File: src/rtl/observer_scan_ctrl_pkg.sv
// Shared constants and types for the debug observer scan sequencer.
// Holds the observer mode/select encodings and the sequencer FSM state type.
package observer_scan_ctrl_pkg;

   localparam int REG_W      = 32;
   localparam int REG_ADDR_W = 5;
   localparam logic [REG_W-1:0] ZERO_WORD = '0;

   localparam logic [2:0] OBS_MODE_PC  = 3'd0;
   localparam logic [2:0] OBS_MODE_IR  = 3'd1;
   localparam logic [2:0] OBS_MODE_ALU = 3'd2;
   localparam logic [2:0] OBS_MODE_REG = 3'd3;

   localparam logic [REG_ADDR_W-1:0] OBS_ALU_A = 5'd1;
   localparam logic [REG_ADDR_W-1:0] OBS_ALU_B = 5'd2;
   localparam logic [REG_ADDR_W-1:0] OBS_ALU_O = 5'd0;

   typedef enum logic {
      SETTLE = 1'b0,
      DWELL  = 1'b1
   } obs_scan_state_t;

endpackage

File: src/rtl/obs_scan_map.sv
// Combinational decode of a scan entry index into observer mode and select.
// Indices past the last register entry decode to the PC view.
module obs_scan_map
   import observer_scan_ctrl_pkg::*;
#(
   parameter int NUM_REGS = 16
) (
   input  logic [4:0]            index,
   output logic [2:0]            mode,
   output logic [REG_ADDR_W-1:0] sel
);

   localparam logic [4:0] LAST_IDX = 5'(NUM_REGS + 4);

   always_comb begin
      mode = OBS_MODE_PC;
      sel  = '0;
      case (index)
         5'd0: begin
            mode = OBS_MODE_PC;
         end
         5'd1: begin
            mode = OBS_MODE_IR;
         end
         5'd2: begin
            mode = OBS_MODE_ALU;
            sel  = OBS_ALU_A;
         end
         5'd3: begin
            mode = OBS_MODE_ALU;
            sel  = OBS_ALU_B;
         end
         5'd4: begin
            mode = OBS_MODE_ALU;
            sel  = OBS_ALU_O;
         end
         default: begin
            if (index <= LAST_IDX) begin
               mode = OBS_MODE_REG;
               sel  = index - 5'd5;
            end
         end
      endcase
   end

endmodule

File: src/rtl/observer_scan_ctrl.sv
// Walks the observer through PC, IR, ALU A/B/out and R0..R(NUM_REGS-1), capturing each view.
// Define OBS_SCAN_EDGE_EN to treat step_i/back_i as levels with internal rising-edge detection.
module observer_scan_ctrl
   import observer_scan_ctrl_pkg::*;
#(
   parameter int          NUM_REGS      = 16,
   parameter int unsigned SETTLE_CYCLES = 2,
   parameter int unsigned DWELL_CYCLES  = 50_000_000
) (
   input  logic                  clk,
   input  logic                  rst,
   input  logic                  auto_en_i,
   input  logic                  step_i,
   input  logic                  back_i,
   input  logic                  freeze_i,
   input  logic [REG_W-1:0]      data_i,
   output logic [2:0]            mode_o,
   output logic [REG_ADDR_W-1:0] reg_sel_o,
   output logic [4:0]            index_o,
   output logic [REG_W-1:0]      snap_o,
   output logic                  snap_valid_o,
   output logic                  busy_o
);

   localparam logic [4:0] LAST_IDX = 5'(NUM_REGS + 4);

   obs_scan_state_t state_q, state_d;
   logic [31:0] settle_q, settle_d;
   logic [31:0] dwell_q, dwell_d;
   logic [4:0]  index_q, index_d;
   logic [2:0]  mode_q;
   logic [REG_ADDR_W-1:0] sel_q;
   logic [REG_W-1:0] snap_q;
   logic snap_valid_q;
   logic capture;
   logic step_cmd, back_cmd;
   logic man_fwd, man_bwd, auto_tick;
   logic [2:0] map_mode;
   logic [REG_ADDR_W-1:0] map_sel;

`ifdef OBS_SCAN_EDGE_EN
   logic step_q, back_q;

   always_ff @(posedge clk or posedge rst) begin
      if (rst) begin
         step_q <= 1'b0;
         back_q <= 1'b0;
      end else begin
         step_q <= step_i;
         back_q <= back_i;
      end
   end

   assign step_cmd = step_i & ~step_q;
   assign back_cmd = back_i & ~back_q;
`else
   assign step_cmd = step_i;
   assign back_cmd = back_i;
`endif

   assign man_fwd = step_cmd & ~back_cmd;
   assign man_bwd = back_cmd & ~step_cmd;

   // Map the next index so mode/select register on the same edge as the index.
   obs_scan_map #(.NUM_REGS(NUM_REGS)) u_map (
      .index (index_d),
      .mode  (map_mode),
      .sel   (map_sel)
   );

   always_comb begin
      state_d   = state_q;
      settle_d  = settle_q;
      dwell_d   = dwell_q;
      index_d   = index_q;
      capture   = 1'b0;
      auto_tick = 1'b0;
      case (state_q)
         SETTLE: begin
            if (!freeze_i) begin
               if (settle_q == SETTLE_CYCLES) begin
                  capture = 1'b1;
                  state_d = DWELL;
                  dwell_d = '0;
               end else begin
                  settle_d = settle_q + 32'd1;
               end
            end
         end
         DWELL: begin
            if (!auto_en_i) begin
               dwell_d = '0;
            end else if (!freeze_i) begin
               if (dwell_q == DWELL_CYCLES - 1) begin
                  dwell_d   = '0;
                  auto_tick = 1'b1;
               end else begin
                  dwell_d = dwell_q + 32'd1;
               end
            end
            // Manual commands take precedence over the dwell timer.
            if (!freeze_i && (man_fwd || man_bwd || auto_tick)) begin
               if (man_bwd) begin
                  index_d = (index_q == 5'd0) ? LAST_IDX : index_q - 5'd1;
               end else begin
                  index_d = (index_q == LAST_IDX) ? 5'd0 : index_q + 5'd1;
               end
               state_d  = SETTLE;
               settle_d = '0;
               dwell_d  = '0;
            end
         end
         default: begin
            state_d = SETTLE;
         end
      endcase
   end

   always_ff @(posedge clk or posedge rst) begin
      if (rst) begin
         state_q      <= SETTLE;
         settle_q     <= '0;
         dwell_q      <= '0;
         index_q      <= '0;
         mode_q       <= OBS_MODE_PC;
         sel_q        <= '0;
         snap_q       <= ZERO_WORD;
         snap_valid_q <= 1'b0;
      end else begin
         state_q      <= state_d;
         settle_q     <= settle_d;
         dwell_q      <= dwell_d;
         index_q      <= index_d;
         mode_q       <= map_mode;
         sel_q        <= map_sel;
         snap_valid_q <= capture;
         if (capture) begin
            snap_q <= data_i;
         end
      end
   end

   assign mode_o       = mode_q;
   assign reg_sel_o    = sel_q;
   assign index_o      = index_q;
   assign snap_o       = snap_q;
   assign snap_valid_o = snap_valid_q;
   assign busy_o       = (state_q == SETTLE);

endmodule

File: config.mk
export PLATFORM = sky130hd
export DESIGN_NAME = observer_scan_ctrl
export DESIGN_NICKNAME = d
export VERILOG_FILES = /design/src/rtl/observer_scan_ctrl_pkg.sv /design/src/rtl/obs_scan_map.sv /design/src/rtl/observer_scan_ctrl.sv
export SDC_FILE = /design/constraint.sdc
export NUM_CORES = 1
export LEC_CHECK = 0
export BUFFER_PORTS_ARGS = -buffer_cell sky130_fd_sc_hd__buf_2
export CAP_MARGIN = 20
export CORE_UTILIZATION = 41
export CTS_BUF_LIST = sky130_fd_sc_hd__clkbuf_8
export DETAILED_ROUTE_END_ITERATION = 8
export GPL_ROUTABILITY_DRIVEN = 0
export PLACE_DENSITY_LB_ADDON = 0.08
export SLEW_MARGIN = 20
export SYNTH_ARGS = -nofsm -noshare
export SYNTH_HDL_FRONTEND = slang
export SYNTH_SLANG_ARGS = --single-unit
File: constraint.sdc
create_clock -name clk -period 4.8 [get_ports clk]
set_input_delay 0.96 -clock clk [delete_from_list [all_inputs] [get_ports clk]]
set_output_delay 0.96 -clock clk [all_outputs]
set_load 0.05 [all_outputs]
==> impl_metrics.json <==
{
  "initial_utilization_pct": 41.8,
  "cp.required_ps": 5100,
  "grt_pass1_wl_mm": 19.9,
  "hold_class": "reg -> reg",
  "remaining_drc_errors": 0,
  "grt_max_degree": 45,
  "clkTransAtPathRegs_ps": 110,
  "ir_drop_mv": 0.500,
  "hold_viol": 0,
  "cts_tree": "done",
  "cts_buffers": 9,
  "drv_slew": 0,
  "worstMarginPinSlew_ps": 690,
  "wl_per_cell_microns": 14.2,
  "synth_commonest_cells": "dfrtp_1, nor2_1, nand2_1",
  "yosysMostFrequentCell": "dfrtp_1",
  "postCtsSetupRepairBufs": 0,
  "yosysWarnings": 0,
  "rsz0062_at_grt": "no",
  "timing.fmax_mhz": 338,
  "synth_cell_types": 57,
  "dpl_cell_area_sq_mm": 0.00613,
  "dp_cells": 802,
  "crit_path_max_incr_delay_ps": 560,
  "synth_edf_count": 0,
  "h-tree-depth": 3,
  "cts.sinks": 110,
  "ant_nets": 0,
  "grt_usage_pct": 17.6,
  "arrival_ps": 3260,
  "synth-main-ff-cell": "dfrtp_1",
  "drive_above_1_share_pct": 24.3,
  "grt_pass1_vias": 4145,
  "place.port_buffers": 83,
  "viasPerCell": 5.31,
  "ys_top_cells_by_area": "dfrtp_1, mux2_2, o21ai_0, nor2_1, nand2_1",
  "vias": 4342,
  "netlist_instances": 558,
  "status": "finished, final reports clean",
  "path_cells": "nor4_1 -> nand4_1 -> o31ai_4 -> nand2_4 -> a2111o_1 -> or4_1 -> o21ai_0",
  "netlist.area_leader.share_pct": 49.9,
  "first_iter_violations": 265,
  "finalSetupViolCount": 0,
  "ys_ff_latch": 110,
  "drtPass1Iterations": 4,
  "setup-tns-final_ps": 0,
  "drt_wl_total_mm": 11.6,
  "hpwlAfterDp_mm": 8.06,
  "dieHeight_microns": 118,
  "layout.cells.non_filler": 818,
  "crit_path_max_fanout": 17,
  "hp-start": "dwell_q[3]$_DFFE_PP0P_",
  "critPathKind": "reg -> reg",
  "startpoint": "dwell_q[26]$_DFFE_PP0P_",
  "cp_slowest_cell": "a2111o_1",
  "pin_count": 85,
  "ctsResizeCount": 0,
  "core_area_sq_mm": 0.0132,
  "cellPowerDensity_mw_per_mm2": 522,
  "p_leak_nw": 2.80,
  "rows": 42,
  "syn2layout_area_growth_pct": 15.0,
  "clock_path_buffers": 2,
  "r2r_slack_ps": 1840,
  "whs_ps": 507,
  "fin_crit_sh_pct": 61.6,
  "die_w_microns": 118,
  "cts_root_buf": "clkbuf_8",
  "avgSynthCellArea_sq_um": 9.88,
  "grt-ovfl-total": 0,
  "r2r_start": "dwell_q[26]$_DFFE_PP0P_",
  "clk_latency_ps": 380,
  "die-area_sq_mm": 0.0139,
  "ys_seq_area_share_pct": 49.9,
  "maxCapViolations": 0,
  "antenna_found_initial": 0,
  "ctsHoldBuffers": 0,
  "num-nets-final": 682,
  "final_area_sq_mm": 0.00634,
  "skew_ps": 16.3,
  "netlist_area_sq_mm": 0.00551,
  "timing.final.crit_period_ps": 2960,
  "slew-limit-headroom_pct": 54.0,
  "synthArstFlopShare_pct": 100,
  "endpoint_kind": "flip-flop",
  "n_antenna_cell": 0,
  "synth_area_leader_cell": "dfrtp_1",
  "start_kind": "flip-flop"
}
## worst max-delay path, delay by kind of cell (launching register included)
| kind | cells | cell delay [ps] |
|---|---|---|
| flip-flops | 1 | 430 |
| AO/OA/AOI/OAI | 3 | 1070 |
| AND/OR/NAND/NOR | 4 | 1380 |
## cells in the final DEF, fill, tap and decap left out, drive strengths merged, types with 3 or more instances in the layout
master	count
a211oi	3
a21oi	24
a31o	5
a31oi	3
and2	4
and3	10
and4	5
buf	90
clkbuf	9
dfrtp	110
ha	7
inv	27
mux2	32
mux2i	4
nand2	50
nand2b	5
nand3	15
nand4	15
nor2	54
nor2b	10
nor3	13
nor4	13
o2111ai	3
o21ai	44
o31ai	7
or2	3
or3	17
xnor2	16
xor2	12
## final timing paths
kind | endpoint | cells after the start
worst max-delay path | settle_q[27]$_DFFE_PP0P_ | 7
worst min-delay path | dwell_q[3]$_DFFE_PP0P_ | 1
worst max register to register | settle_q[27]$_DFFE_PP0P_ | 7
worst min register to register | dwell_q[3]$_DFFE_PP0P_ | 1
max in group asynchronous | index_o[2]$_DFF_PP0_ | 3
min in group asynchronous | snap_o[15]$_DFFE_PP0P_ | 2
## registers in the layout, summed over array words and instances, names as in the netlist
signal / count
dwell_q: 32
index_o: 5
mode_o: 2
reg_sel_o: 5
settle_q: 32
snap_o: 32
snap_valid_o: 1
state_q: 1
## power by group
part / total (mW) / switching [mW] / internal, mW
clock: 0.582 / 0.332 / 0.250
sequential: 1.27 / 0.149 / 1.12
combinational: 1.46 / 1.06 / 0.401
total: 3.31 / 1.54 / 1.77
## final cells by class
| type | instances | area, sq um |
|---|---|---|
| clock buffers | 9 | 124 |
| clock inverters | 7 | 80.1 |
| fillers | 1256 | 6850 |
| inverters | 22 | 85.1 |
| multi-input cells | 404 | 2610 |
| flip-flops and latches | 110 | 2750 |
| well taps | 176 | 220 |
| repair buffers | 90 | 468 |
## through the flow
stage | worst slack (ps) | total power, mW | util, %
final | 1840 | 3.31 | 48.1
after global routing | 1580 | 3.50 | 48.1
after CTS | 1830 | 3.35 | 48.0
after detailed placement | 1690 | 2.76 | 46.4
after global placement | 1720 | 2.74 | 46.4
after floorplan | 938 | 2.41 | -
## routing by layer
metal / vias up / part of all wire, % / wire, microns / track usage (%)
li1: 2141 / - / - / -
met1: 2099 / 47 / 5480 / 22.7
met2: 95 / 48 / 5530 / 29.2
met3: 7 / 4.1 / 480 / 5.04
met4: 0 / 0.96 / 112 / 4.17
met5: - / 0 / 0 / 0
## kinds of logic after synthesis
logic type,synth area share (%)
AO/OA/AOI/OAI,13.0
AND/OR/NAND/NOR,20.5
XOR/XNOR,4.45
flip-flops,49.9
other,0.0680
multiplexers,7.26
adder cells (fa/ha/maj),1.59
buffers and inverters,3.15
Note: power is estimated with default switching activity, not from simulation.
